==> config.mk <==
export PLATFORM = sky130hd
export DESIGN_NAME = fb_kick_driver
export DESIGN_NICKNAME = d
export VERILOG_FILES = /design/src/rtl/fb_kick_driver.sv
export SDC_FILE = /design/constraint.sdc
export NUM_CORES = 1
export LEC_CHECK = 0
export ABC_AREA = 1
export ABC_CLOCK_PERIOD_IN_PS = 2600
export CORE_MARGIN = 1
export CORE_UTILIZATION = 30
export CTS_CLUSTER_DIAMETER = 40
export DETAILED_ROUTE_END_ITERATION = 6
export GPL_TIMING_DRIVEN = 0
export PLACE_DENSITY = 0.58
export SYNTH_ARGS = -nofsm -noshare
export SYNTH_HDL_FRONTEND = slang
export SYNTH_SLANG_ARGS = --single-unit
==> constraint.sdc <==
create_clock -name clk -period 2.6 [get_ports clk]
set_input_delay 0.65 -clock clk [delete_from_list [all_inputs] [get_ports clk]]
set_output_delay 0.65 -clock clk [all_outputs]
set_load 0.03 [all_outputs]
==> src/rtl/fb_kick_driver.sv <==
// Kicker DAC driver: averages a two-sample feedback window, applies a shift gain,
// saturates, and holds an offset-binary kick for HOLD_CYC cycles before returning to mid-scale.
module fb_kick_driver #(
  parameter int unsigned DAC_W    = 14,
  parameter int unsigned HOLD_CYC = 8
) (
  input  logic               clk,
  input  logic               rst_n,
  input  logic signed [12:0] pout,
  input  logic               fb_cond,
  input  logic               store_strb,
  input  logic               fb_en,
  input  logic [1:0]         gain_shift,
  output logic [DAC_W-1:0]   dac_out,
  output logic               dac_valid,
  output logic               sat_flag,
  output logic [7:0]         fire_count
);

  localparam int unsigned CALC_W = 17;
  localparam int unsigned CNT_W  = 8;

  localparam logic [DAC_W-1:0]         DAC_MID  = {1'b1, {(DAC_W-1){1'b0}}};
  localparam logic [CNT_W-1:0]         HOLD_LD  = CNT_W'(HOLD_CYC);
  localparam logic [CNT_W-1:0]         CNT_MAX  = {CNT_W{1'b1}};
  localparam logic signed [CALC_W-1:0] KICK_MAX = CALC_W'((2 ** (DAC_W - 1)) - 1);
  localparam logic signed [CALC_W-1:0] KICK_MIN = -KICK_MAX - CALC_W'(1);

  typedef enum logic [2:0] {
    S_IDLE,
    S_ARMED,
    S_FIRST,
    S_CALC,
    S_DRIVE
  } state_t;

  state_t                    r_state;
  logic signed [12:0]        r_s0;
  logic signed [12:0]        r_s1;
  logic [CNT_W-1:0]          r_hold;

  logic signed [13:0]        w_sum;
  logic signed [CALC_W-1:0]  w_shl;
  logic signed [CALC_W-1:0]  w_scaled;
  logic signed [CALC_W-1:0]  w_clamp;
  logic                      w_sat;
  logic [DAC_W-1:0]          w_kick;
  logic [DAC_W-1:0]          w_dac;
  logic                      w_abort;
  logic                      w_unused_bits;

  // Kick datapath: floor-average with gain, clamp to DAC range, flip MSB for offset binary
  always_comb begin
    w_sum    = {r_s0[12], r_s0} + {r_s1[12], r_s1};
    w_shl    = CALC_W'(w_sum) <<< gain_shift;
    w_scaled = w_shl >>> 1;
    w_clamp  = w_scaled;
    w_sat    = 1'b0;
    if (w_scaled > KICK_MAX) begin
      w_clamp = KICK_MAX;
      w_sat   = 1'b1;
    end else if (w_scaled < KICK_MIN) begin
      w_clamp = KICK_MIN;
      w_sat   = 1'b1;
    end
    w_kick        = w_clamp[DAC_W-1:0];
    w_dac         = {~w_kick[DAC_W-1], w_kick[DAC_W-2:0]};
    w_unused_bits = ^w_clamp[CALC_W-1:DAC_W];
  end

  assign w_abort = ~store_strb | ~fb_en;

  always_ff @(posedge clk or negedge rst_n) begin
    if (!rst_n) begin
      r_state    <= S_IDLE;
      r_s0       <= '0;
      r_s1       <= '0;
      r_hold     <= '0;
      dac_out    <= DAC_MID;
      dac_valid  <= 1'b0;
      sat_flag   <= 1'b0;
      fire_count <= '0;
    end else if (w_abort) begin
      r_state   <= S_IDLE;
      dac_out   <= DAC_MID;
      dac_valid <= 1'b0;
    end else begin
      case (r_state)
        S_IDLE: begin
          r_state    <= S_ARMED;
          fire_count <= '0;
          sat_flag   <= 1'b0;
        end
        S_ARMED: begin
          if (fb_cond) begin
            r_s0    <= pout;
            r_state <= S_FIRST;
          end
        end
        S_FIRST: begin
          // A single-cycle window duplicates the first sample
          r_s1    <= fb_cond ? pout : r_s0;
          r_state <= S_CALC;
        end
        S_CALC: begin
          dac_out   <= w_dac;
          dac_valid <= 1'b1;
          r_hold    <= HOLD_LD;
          if (w_sat) sat_flag <= 1'b1;
          if (fire_count != CNT_MAX) fire_count <= fire_count + CNT_W'(1);
          r_state   <= S_DRIVE;
        end
        S_DRIVE: begin
          if (r_hold <= CNT_W'(1)) begin
            dac_out   <= DAC_MID;
            dac_valid <= 1'b0;
            r_state   <= S_ARMED;
          end else begin
            r_hold <= r_hold - CNT_W'(1);
          end
        end
        default: begin
          r_state   <= S_IDLE;
          dac_out   <= DAC_MID;
          dac_valid <= 1'b0;
        end
      endcase
    end
  end

endmodule
# --- Yosys cells after proc, flatten, opt, wreduce, memory -nomap -nowiden ---
# Index checks and enable logic that the tools add are counted.
op_classes:
  n_addsub: 3
  order_cmp: 3
  n_eq_ne: 11
  shifts: 1
  n_mux: 21
  n_bitwise: 5
  reduce_logical: 11
op_table:
  columns: ["operator", "n"]
  rows:
  - ["14-bit 2-to-1 mux", 4]
  - ["14-bit one-hot mux with 3 select lines", 1]
  - ["8-bit one-hot mux with 2 select lines", 2]
  - ["14-bit by 2-bit <<< shifter with 17-bit output", 1]
  - ["16-bit by 14-bit > comparator with 1-bit output (second input constant)", 1]
  - ["16-bit by 14-bit < comparator with 1-bit output (second input constant)", 1]
  - ["8-bit 2-to-1 mux", 2]
  - ["3-bit one-hot mux with 5 select lines", 1]
  - ["13-bit by 13-bit adder with 14-bit output", 1]
  - ["13-bit 2-to-1 mux", 1]
  - ["3-bit 2-to-1 mux", 3]
  - ["3-bit AND reduction", 3]
  - ["8-bit by 1-bit adder with 8-bit output (second input constant)", 1]
  - ["8-bit by 1-bit less-or-equal comparator with 1-bit output (second input constant)", 1]
  - ["8-bit != test (second input constant)", 1]
  - ["2-bit AND reduction", 4]
  - ["8-bit by 1-bit subtractor with 8-bit output (second input constant)", 1]
  - ["3-bit by 2-bit equality test with 1-bit output (second input constant)", 2]
  - ["2-bit != test (second input constant)", 3]
  - ["3-bit != test (second input constant)", 2]
  - ["1-bit 2-to-1 mux", 5]
  - ["1-bit NOT", 4]
  - ["2-bit nonzero test", 2]
  - ["3-bit by 1-bit equality test with 1-bit output (second input constant)", 1]
  - ["other kinds (7)", 7]
totals:
  regBits: 61
  out_inout_bits: 24
  word_cells: 63

# --- Depth between registers and ports, before layout ---
# Gate-level depths: netlist of the first run.
depth:
  ltp_word: 8
  mapped_depth: 17
  ltp_nobuf: 16

# --- Least setup slack after synthesis of the first run ---
# No wires, ideal clock.
synth_path:
  path_type: "flip-flop to flip-flop"
  from: "reg r_s0[0]"
  to: "reg dac_out[10]"
  setup_ps: 65
  t_arrival_ps: 2050
  required_ps: 2535
  slack_ps: 485
  path_stages_with_launch: 17
  cell_sequence: "dfrtp_1 ha_1 fa_1 nand3_1 nand2_1 nand3_1 nand3_1 nand2_1 nand3_1 nand2_1 nand2_2 nand2_4 buf_6 nand2_2 nand2_1 nand2_1 nand2_1"
synth_between:
  elab_chain_cells: 7
  elab_cells_between_ends: 8
  cone_classes: "1 x add/sub; 2 x order compare; 1 x shift; 4 x mux"
synth_lines:
  columns: ["element", "line", "rtl"]
  rows:
  - ["start: declaration", "38", "logic signed [12:0] r_s0;"]
  - ["start signal: assignment", "96", "r_s0 <= pout;"]
  - ["13-bit by 13-bit adder with 14-bit output *", "54", "w_sum = {r_s0[12], r_s0} + {r_s1[12], r_s1};"]
  - ["14-bit by 2-bit <<< shifter with 17-bit output *", "55", "w_shl = CALC_W'(w_sum) <<< gain_shift;"]
  - ["16-bit by 14-bit < comparator with 1-bit output", "62", "end else if (w_scaled < KICK_MIN) begin"]
  - ["14-bit 2-to-1 mux", "62", null]
  - ["14-bit 2-to-1 mux *", "59", "if (w_scaled > KICK_MAX) begin"]
  - ["14-bit one-hot mux with 3 select lines *", "88", "case (r_state)"]
  - ["14-bit 2-to-1 mux *", "83", "end else if (w_abort) begin"]
  - ["end signal: assignment", "106", "dac_out <= w_dac;"]
  - ["end: declaration", "14", "output logic [DAC_W-1:0] dac_out,"]
# Mark *: on every way between the ends. The rest lies on a longest branch, timed or not.
# A chain may end at the register's enable or synchronous reset.

# --- Worst setup path in the final report of the first run ---
layout_path:
  from: "in store_strb"
  to: "reg r_hold[7]"
layout_between:
  elab_chain_cells: 4
layout_lines:
  columns: ["element", "line", "rtl"]
  rows:
  - ["start: declaration", "11", "input logic store_strb,"]
  - ["1-bit NOT", "71", "assign w_abort = ~store_strb | ~fb_en;"]
  - ["1-bit bitwise OR", "71", null]
  - ["1-bit NOT (no source line)", null, null]
  - ["3-bit AND reduction (no source line)", null, null]
  - ["end signal: assignment", "119", "r_hold <= r_hold - CNT_W'(1);"]
  - ["end: declaration", "40", "logic [CNT_W-1:0] r_hold;"]
# Every way passes these cells.

==> results of run 1 <==
## stage by stage
| step | instances | TNS, ps | util (%) | worst slack, ps | hold slack [ps] |
|---|---|---|---|---|---|
| global route | 778 | 0 | 38.64 | 5.435 | 352.0 |
| finish | 778 | 0 | 38.64 | 191.0 | 309.3 |
| detailed placement | 763 | -1411 | 36.28 | -176.1 | 465.8 |
| global placement | 762 | -70160 | 36.17 | -1146 | 468.9 |
| CTS | 778 | 0 | 38.62 | 170.1 | 316.8 |
| floorplan | 549 | 0 | - | 485.0 | 354.4 |
## power breakdown
group | switching [uW] | internal, uW
Sequential | 84.5 | 1080
Combinational | 1080 | 652
Clock | 435 | 785
## timing repair
item | in CTS | in global routing
gates resized for setup | 0 | 1
hold buffers | 0 | 0
endpoints found under the setup margin | 0 | 10
## final timing paths
check,from,to,slack (ps),cells after the start
min,rst_n,r_s1[3]$_DFFE_PN0P_,310,1
max in group asynchronous,rst_n,dac_out[13]$_DFFE_PN1P_,1640,2
min in group clk,dac_out[5]$_DFFE_PN0P_,dac_out[5]$_DFFE_PN0P_,480,2
min reg2reg,dac_out[5]$_DFFE_PN0P_,dac_out[5]$_DFFE_PN0P_,480,2
max reg2reg,r_s0[0]$_DFFE_PN0P_,dac_out[11]$_DFFE_PN0P_,270,16
max,store_strb,r_hold[7]$_DFFE_PN0P_,190,12
## worst reg2reg max path, delay by kind of cell, from the launching register on
kind	cells	cell delay, ps
adder cells (fa/ha/maj)	2	630
AND/OR/NAND/NOR	13	1100
buffers and inverters	1	160
flip-flops	1	380
## area by class of cell
cell class / instances / area (um2)
Inverter: 67 / 251.5
Sequential cell: 61 / 1528
Fill cell: 1373 / 7869
Clock buffer: 11 / 252.7
Clock inverter: 4 / 47.55
Timing Repair Buffer: 42 / 425.4
Tap cell: 172 / 215.2
Multi-Input combinational cell: 406 / 2158
Buffer: 15 / 77.57
## registers in the layout, summed over array words and instances (netlist names)
| name | count |
|---|---|
| dac_out | 14 |
| dac_valid | 1 |
| fire_count | 8 |
| r_hold | 8 |
| r_s0 | 13 |
| r_s1 | 13 |
| r_state | 3 |
| sat_flag | 1 |
## layer usage
layer  wire length, um  GRT usage, %  up-vias
met1              4403         17.56     1699
met2              4615         26.21       60
met5                 0             0        -
met3               306         2.907       16
met4               189         6.090        0
li1                  -             -     1873
## cells by family (layout without fill, tap and decap cells)
family,Yosys count,after routing,share of synthesized area [%]
flip-flops,61,61,38.07
buffers and inverters,82,139,8.201
AO/OA/AOI/OAI,73,73,10.13
AND/OR/NAND/NOR,296,296,32.93
multiplexers,13,13,3.648
XOR/XNOR,7,7,1.528
adder cells (fa/ha/maj),17,17,5.488
## cell usage after synthesis, types with 2 or more instances
master,count,area share (%)
sky130_fd_sc_hd__nand2_1,181,17
sky130_fd_sc_hd__nor2_1,20,1.9
sky130_fd_sc_hd__xor2_1,2,0.44
sky130_fd_sc_hd__nand2_2,19,3.0
sky130_fd_sc_hd__nor3_1,5,0.62
sky130_fd_sc_hd__a21oi_1,16,2.0
sky130_fd_sc_hd__inv_2,3,0.28
sky130_fd_sc_hd__mux2_2,13,3.6
sky130_fd_sc_hd__clkbuf_1,10,0.94
sky130_fd_sc_hd__buf_2,2,0.25
sky130_fd_sc_hd__nand4_1,6,0.94
sky130_fd_sc_hd__nand3_2,2,0.50
sky130_fd_sc_hd__xnor2_1,5,1.1
sky130_fd_sc_hd__nand3_1,52,6.5
sky130_fd_sc_hd__buf_6,2,0.56
sky130_fd_sc_hd__inv_1,63,5.9
sky130_fd_sc_hd__a21oi_2,2,0.44
sky130_fd_sc_hd__o21ai_0,46,5.7
sky130_fd_sc_hd__nand2_4,2,0.56
sky130_fd_sc_hd__dfrtp_1,60,37
sky130_fd_sc_hd__nor2_4,5,1.4
sky130_fd_sc_hd__ha_1,16,5.0
==> impl_results.html, run 1 <==
<table>
<tr><th>Metric</th><th>Value</th></tr>
<tr><th colspan="2">Timing</th></tr>
<tr><td>Ratio of final minimum period to clock period</td><td>92.65%</td></tr>
<tr><td>Max-slew violation count</td><td>0</td></tr>
<tr><td>Worst setup skew after layout</td><td>5.561 ps</td></tr>
<tr><td>Final setup fails</td><td>0</td></tr>
<tr><td>Relative slew slack</td><td>51.73%</td></tr>
<tr><td>Setup repair after global routing missed its margin</td><td>no</td></tr>
<tr><td>Final critical-path required period</td><td>2409 ps</td></tr>
<tr><td>Highest clock rate</td><td>0.4151 GHz</td></tr>
<tr><td>Worst Max-Slew Pin Slew</td><td>717.4 ps</td></tr>
<tr><td>Number of hold violations in the final report</td><td>0</td></tr>
<tr><th colspan="2">Synthesis</th></tr>
<tr><td>Area of the mapped netlist</td><td>0.004013 mm2</td></tr>
<tr><td>Cell count after synthesis</td><td>549</td></tr>
<tr><td>Async SR Flop Fraction</td><td>100.0%</td></tr>
<tr><td>Synthesis Warnings</td><td>0</td></tr>
<tr><td>Syn nets</td><td>586</td></tr>
<tr><td>Number of distinct library cell variants in the gate-level netlist after synthesis</td><td>39</td></tr>
<tr><td>Mapped Avg Cell Area</td><td>7.309 um2</td></tr>
<tr><td>Proportion of synthesized chip area in sequential cells</td><td>38.07%</td></tr>
<tr><td>Count of state elements after synthesis</td><td>61</td></tr>
<tr><td>Most frequently used flop master after synthesis</td><td>sky130_fd_sc_hd__dfrtp_1</td></tr>
<tr><td>Count of flip-flops with a built-in enable after synthesis</td><td>0</td></tr>
<tr><th colspan="2">Floorplan</th></tr>
<tr><td>Die outline area</td><td>0.01384 mm2</td></tr>
<tr><td>Initial Utilization</td><td>31.29%</td></tr>
<tr><td>Die boundary width</td><td>117.7 um</td></tr>
<tr><td>Die height</td><td>117.7 um</td></tr>
<tr><td>Top-Level Pins</td><td>44</td></tr>
<tr><td>Total core area</td><td>0.01282 mm2</td></tr>
<tr><td>Row count</td><td>41</td></tr>
<tr><th colspan="2">CTS</th></tr>
<tr><td>TritonCTS Buffers</td><td>9</td></tr>
<tr><td>Deepest level of the CTS H-tree</td><td>3</td></tr>
<tr><td>Post-CTS repair timing setup buffer count</td><td>0</td></tr>
<tr><td>Count of clock tree sinks</td><td>61</td></tr>
<tr><td>CTS clock-pin slew for the worst setup and hold paths</td><td>50 ps</td></tr>
<tr><td>Worst-Skew Late Latency</td><td>330 ps</td></tr>
<tr><td>CTS tree</td><td>done</td></tr>
<tr><td>Clk buf depth</td><td>2</td></tr>
<tr><td>Clk Tree Root Cell</td><td>sky130_fd_sc_hd__clkbuf_16</td></tr>
<tr><th colspan="2">Placed design</th></tr>
<tr><td>Number of I/O port buffers</td><td>41</td></tr>
<tr><td>Sum of net half-perimeters after detailed placement</td><td>7.415 mm</td></tr>
<tr><td>Routability Congestion</td><td>0.8221</td></tr>
<tr><td>Cell area reported after detailed placement</td><td>0.004653 mm2</td></tr>
<tr><th colspan="2">Final layout</th></tr>
<tr><td>Share of post-route cells with drive strength above 1</td><td>12.05%</td></tr>
<tr><td>Highest-count cells in the layout ignoring fill and taps</td><td>sky130_fd_sc_hd__nand2_1 (181), sky130_fd_sc_hd__inv_1 (63), sky130_fd_sc_hd__dfrtp_1 (60), sky130_fd_sc_hd__nand3_1 (52), sky130_fd_sc_hd__o21ai_0 (46)</td></tr>
<tr><td>Syn-to-layout area delta</td><td>23.51%</td></tr>
<tr><td>Antenna Diode Count</td><td>0</td></tr>
<tr><td>Net count reported at finish</td><td>639</td></tr>
<tr><td>Leading cell type in the layout, fill and taps excluded</td><td>sky130_fd_sc_hd__nand2_1</td></tr>
<tr><td>Total non-filler cell area in the finished layout</td><td>0.004956 mm2</td></tr>
<tr><th colspan="2">Drt</th></tr>
<tr><td>Wire length reported by the detailed router</td><td>9.513 mm</td></tr>
<tr><td>First-pass iteration count of the detailed router</td><td>5</td></tr>
<tr><td>Via density</td><td>4.689</td></tr>
<tr><td>Post-detailed-route count of antenna-violating nets</td><td>0</td></tr>
<tr><td>Post-DR wirelength/cell</td><td>12.23 um</td></tr>
<tr><td>DRC</td><td>0</td></tr>
<tr><td>Count of vias placed by the detailed router</td><td>3648</td></tr>
<tr><td>Number of violations reported at the end of detailed-routing iteration 0</td><td>151</td></tr>
<tr><th colspan="2">Global route</th></tr>
<tr><td>Via count of the first global-routing pass</td><td>3720</td></tr>
<tr><td>Aggregate global-route resource usage</td><td>14.87%</td></tr>
<tr><td>Wire length of the first global-routing pass</td><td>16.64 mm</td></tr>
<tr><td>Remaining Overflow, GRT</td><td>0</td></tr>
<tr><td>Number of antenna violations at the first check in global routing</td><td>0</td></tr>
<tr><td>Maximum number of pins on one net before global-route repair</td><td>41</td></tr>
<tr><th colspan="2">Critical path</th></tr>
<tr><td>Critical path class</td><td>primary input to register</td></tr>
<tr><td>Cells along the critical path</td><td>clkdlybuf4s50_1 -&gt; nand2_1 -&gt; inv_2 -&gt; nand2_2 -&gt; nor2_4 -&gt; inv_1 -&gt; nand2_1 -&gt; nand3_1 -&gt; nor2_2 -&gt; nand3_1 -&gt; o21ai_1 -&gt; a21oi_1</td></tr>
<tr><td>Max FO, Critical Path</td><td>9</td></tr>
<tr><td>Required time of the critical path</td><td>2820 ps</td></tr>
<tr><td>Arrival time reported for the critical path endpoint</td><td>2630 ps</td></tr>
<tr><td>Largest delay share family, worst path</td><td>simple AND/OR/NAND/NOR gates</td></tr>
<tr><td>Buffers and inverters on the worst path</td><td>3</td></tr>
<tr><td>Kind of end point of the critical path</td><td>register</td></tr>
<tr><td>Max incr delay on CP</td><td>450 ps</td></tr>
<tr><td>Worst-path cell with the longest stage delay</td><td>sky130_fd_sc_hd__clkdlybuf4s50_1</td></tr>
<tr><td>Crit start category</td><td>primary input</td></tr>
<tr><th colspan="2">Status</th></tr>
<tr><td>Result of the run</td><td>complete, no violations</td></tr>
<tr><th colspan="2">Min path</th></tr>
<tr><td>Type of the tightest min-delay check</td><td>primary input to async pin</td></tr>
<tr><th colspan="2">Power</th></tr>
<tr><td>Worst vdd rail ir drop</td><td>275.9 uV</td></tr>
<tr><td>Power, Total</td><td>4124 uW</td></tr>
<tr><td>Power density over the cells</td><td>832.2 mW/mm2</td></tr>
<tr><td>Leakage</td><td>0.002482 uW</td></tr>
<tr><th colspan="2">Job</th></tr>
<tr><td>Maxcap violations</td><td>0</td></tr>
</table>
Power figures use the tool's default switching activity.
==> run 2: changes to the inputs <==
Settings changed: CORE_ASPECT_RATIO from default to 1.2, TNS_END_PERCENT from default to 1.
==> run 2 against run 1 <==
Effect of this change: worst hold slack gained 11 ps; core utilization shrank 0.086 points; routed wire length grew 0.52%; final cell count shrank 0.90%; largest cell class unchanged; critical path depth shrank 7; sequential share of layout area is essentially flat; final area shrank 0.13%; total power grew 0.19%.
==> impl_results.html, run 2 (synthesis gave the netlist of run 1 again) <==
<table>
<tr><th>Metric</th><th>Value</th></tr>
<tr><th colspan="2">Timing</th></tr>
<tr><td>Worst setup skew after layout</td><td>5.980 ps (+0.4184 ps)</td></tr>
<tr><td>Ratio of final minimum period to clock period</td><td>92.40% (-0.25 points)</td></tr>
<tr><td>Setup repair after global routing missed its margin</td><td>no</td></tr>
<tr><td>Number of hold violations in the final report</td><td>0 (unchanged)</td></tr>
<tr><td>Max-slew violation count</td><td>0 (unchanged)</td></tr>
<tr><td>Highest clock rate</td><td>0.4162 GHz (+0.27%)</td></tr>
<tr><td>Relative slew slack</td><td>46.85% (-4.9 points)</td></tr>
<tr><td>Final worst slack</td><td>197.6 ps (+6.549 ps)</td></tr>
<tr><td>Worst Max-Slew Pin Slew</td><td>790.0 ps (+72.54 ps)</td></tr>
<tr><td>Final setup fails</td><td>0 (unchanged)</td></tr>
<tr><td>Final critical-path required period</td><td>2402 ps (-6.549 ps)</td></tr>
<tr><th colspan="2">Final layout</th></tr>
<tr><td>Highest-count cells in the layout ignoring fill and taps</td><td>sky130_fd_sc_hd__nand2_1 (180), sky130_fd_sc_hd__inv_1 (63), sky130_fd_sc_hd__dfrtp_1 (60), sky130_fd_sc_hd__nand3_1 (52), sky130_fd_sc_hd__o21ai_0 (46)</td></tr>
<tr><td>Antenna Diode Count</td><td>0 (unchanged)</td></tr>
<tr><td>Post-layout instance count excluding filler cells</td><td>771 (-0.90%)</td></tr>
<tr><td>Syn-to-layout area delta</td><td>23.36%</td></tr>
<tr><td>Largest registers</td><td>dac_out (14), r_s0 (13), r_s1 (13)</td></tr>
<tr><td>Register name with the most flops</td><td>dac_out</td></tr>
<tr><td>Multi-input gate area</td><td>0.002161 mm2 (+0.12%)</td></tr>
<tr><td>Final core utilization</td><td>38.56% (-0.086 points)</td></tr>
<tr><td>Leading cell type in the layout, fill and taps excluded</td><td>sky130_fd_sc_hd__nand2_1</td></tr>
<tr><td>Total non-filler cell area in the finished layout</td><td>0.004950 mm2 (-0.13%)</td></tr>
<tr><td>Net count reported at finish</td><td>639 (unchanged)</td></tr>
<tr><td>Share of post-route cells with drive strength above 1</td><td>12.36% (+0.31 points)</td></tr>
<tr><td>Register area</td><td>0.001528 mm2 (unchanged)</td></tr>
<tr><td>Flip-flop count of the largest register, all copies and words added</td><td>14 (unchanged)</td></tr>
<tr><td>Number of fill cells in the layout</td><td>1339 (-2.5%)</td></tr>
<tr><th colspan="2">Placed design</th></tr>
<tr><td>Cell area reported after detailed placement</td><td>0.004643 mm2 (-0.22%)</td></tr>
<tr><td>DP Worst Slack</td><td>-162.9 ps (+13.16 ps)</td></tr>
<tr><td>Number of I/O port buffers</td><td>41 (unchanged)</td></tr>
<tr><td>Cells after DPL</td><td>755 (-1.0%)</td></tr>
<tr><td>Routability Congestion</td><td>0.8223 (about the same)</td></tr>
<tr><td>Sum of net half-perimeters after detailed placement</td><td>7.453 mm (+0.52%)</td></tr>
<tr><th colspan="2">Critical path</th></tr>
<tr><td>Origin of the worst setup path</td><td>fb_en</td></tr>
<tr><td>Critical path class</td><td>primary input to register</td></tr>
<tr><td>R2r setup slk</td><td>260 ps (about the same)</td></tr>
<tr><td>Max FO, Critical Path</td><td>10 (+1)</td></tr>
<tr><td>Kind of end point of the critical path</td><td>register</td></tr>
<tr><td>Arrival time reported for the critical path endpoint</td><td>2610 ps (-20 ps)</td></tr>
<tr><td>Required time of the critical path</td><td>2810 ps (about the same)</td></tr>
<tr><td>Source of the worst register-to-register timing path</td><td>r_s0[0]$_DFFE_PN0P_</td></tr>
<tr><td>Crit start category</td><td>primary input</td></tr>
<tr><th colspan="2">Floorplan</th></tr>
<tr><td>Total core area</td><td>0.01284 mm2 (about the same)</td></tr>
<tr><td>Die outline area</td><td>0.01384 mm2 (about the same)</td></tr>
<tr><td>Initial Utilization</td><td>31.26% (about the same)</td></tr>
<tr><td>Top-Level Pins</td><td>44 (unchanged)</td></tr>
<tr><td>Die boundary width</td><td>107.6 um (-8.6%)</td></tr>
<tr><td>Die height</td><td>128.7 um (+9.4%)</td></tr>
<tr><td>Row count</td><td>45 (+9.8%)</td></tr>
<tr><th colspan="2">Status</th></tr>
<tr><td>Result of the run</td><td>complete, no violations</td></tr>
<tr><th colspan="2">Global route</th></tr>
<tr><td>Wire length of the first global-routing pass</td><td>16.68 mm (+0.25%)</td></tr>
<tr><td>Maximum number of pins on one net before global-route repair</td><td>40 (-2.4%)</td></tr>
<tr><td>Number of antenna violations at the first check in global routing</td><td>0 (unchanged)</td></tr>
<tr><td>Remaining Overflow, GRT</td><td>0 (unchanged)</td></tr>
<tr><td>Aggregate global-route resource usage</td><td>15.23% (+0.36 points)</td></tr>
<tr><td>Via count of the first global-routing pass</td><td>3790 (+1.9%)</td></tr>
<tr><th colspan="2">Power</th></tr>
<tr><td>Leakage</td><td>0.002476 uW (-0.25%)</td></tr>
<tr><td>Power density over the cells</td><td>834.8 mW/mm2 (+0.31%)</td></tr>
<tr><td>Worst vdd rail ir drop</td><td>317.0 uV (+15%)</td></tr>
<tr><th colspan="2">Drt</th></tr>
<tr><td>Number of violations reported at the end of detailed-routing iteration 0</td><td>157 (+4.0%)</td></tr>
<tr><td>Post-detailed-route count of antenna-violating nets</td><td>0 (unchanged)</td></tr>
<tr><td>Count of vias placed by the detailed router</td><td>3668 (+0.55%)</td></tr>
<tr><td>DRC</td><td>0 (unchanged)</td></tr>
<tr><td>Via density</td><td>4.757 (+1.5%)</td></tr>
<tr><td>Post-DR wirelength/cell</td><td>12.40 um (+1.4%)</td></tr>
<tr><td>First-pass iteration count of the detailed router</td><td>4 (-1)</td></tr>
<tr><td>Wire length reported by the detailed router</td><td>9.562 mm (+0.52%)</td></tr>
<tr><th colspan="2">CTS</th></tr>
<tr><td>Resize count post-CTS</td><td>0 (unchanged)</td></tr>
<tr><td>Clk Tree Root Cell</td><td>sky130_fd_sc_hd__clkbuf_16</td></tr>
<tr><td>Post-CTS repair timing setup buffer count</td><td>0 (unchanged)</td></tr>
<tr><td>Count of clock tree sinks</td><td>61 (unchanged)</td></tr>
<tr><td>Clk buf depth</td><td>2 (unchanged)</td></tr>
<tr><td>Worst-Skew Late Latency</td><td>330 ps (about the same)</td></tr>
<tr><td>Deepest level of the CTS H-tree</td><td>3 (unchanged)</td></tr>
<tr><td>TritonCTS Buffers</td><td>9 (unchanged)</td></tr>
<tr><td>Number of buffers inserted by hold repair at cts</td><td>0 (unchanged)</td></tr>
<tr><td>CTS clock-pin slew for the worst setup and hold paths</td><td>50 ps (about the same)</td></tr>
<tr><td>CTS tree</td><td>done</td></tr>
<tr><th colspan="2">Job</th></tr>
<tr><td>Maxcap violations</td><td>0 (unchanged)</td></tr>
<tr><th colspan="2">Min path</th></tr>
<tr><td>Type of the tightest min-delay check</td><td>primary input to async pin</td></tr>
</table>
## run 2: changes by cell type in the layout (fill, tap and decap cells not counted), sizes merged
cell | previous run | this run
clkbuf | 21 | 19
clkinv | 3 | 5
clkinvlp | 1 | 2
## run 2: worst paths after layout
kind                       cells past startpoint                 endpoint
setup reg to reg                              16  dac_out[10]$_DFFE_PN0P_
hold / removal                                 1      r_s0[5]$_DFFE_PN0P_
setup / recovery                               5      r_s1[3]$_DFFE_PN0P_
max in group asynchronous                      2  dac_out[13]$_DFFE_PN1P_
min in group clk                               2   dac_out[7]$_DFFE_PN0P_
hold reg to reg                                2   dac_out[7]$_DFFE_PN0P_
## run 2: power by group
part	total [uW]	internal [uW]	switching, uW
combinational	1760	653	1100
clock	1210	744	464
sequential	1170	1080	85.3
## run 2: through the flow
step	hold slack (ps)	TNS [ps]	power, uW
finish	320.6	0	4132
detailed placement	467.2	-1838	2939
CTS	319.9	0	4164
global placement	471.6	-70590	2905
floorplan	354.4	0	2535
global route	354.3	0	4481
## run 2: cell type report
| cell class | instances | share of cell area (%) |
|---|---|---|
| multi-input cells | 406 | 43.66 |
| flip-flops and latches | 61 | 30.86 |
| plain buffers | 15 | 1.567 |
| inverters | 67 | 5.081 |
| clock buffers | 9 | 4.550 |
| clock inverters | 7 | 1.542 |
| repair buffers | 42 | 8.595 |
| well taps | 164 | 4.146 |
## run 2: metal layers
layer	up-vias	track usage, %	routed length, um
met1	1720	17.76	4203
met2	55	26.89	4853
met5	-	0	0
met3	15	2.685	289
met4	0	7.252	216
li1	1878	-	-
## run 2: critical path: stages
cell                              delay (ps)
sky130_fd_sc_hd__clkdlybuf4s50_1         450
sky130_fd_sc_hd__nand2_1                 100
sky130_fd_sc_hd__nor4_1                  620
sky130_fd_sc_hd__buf_2                   400
sky130_fd_sc_hd__mux2_2                  380
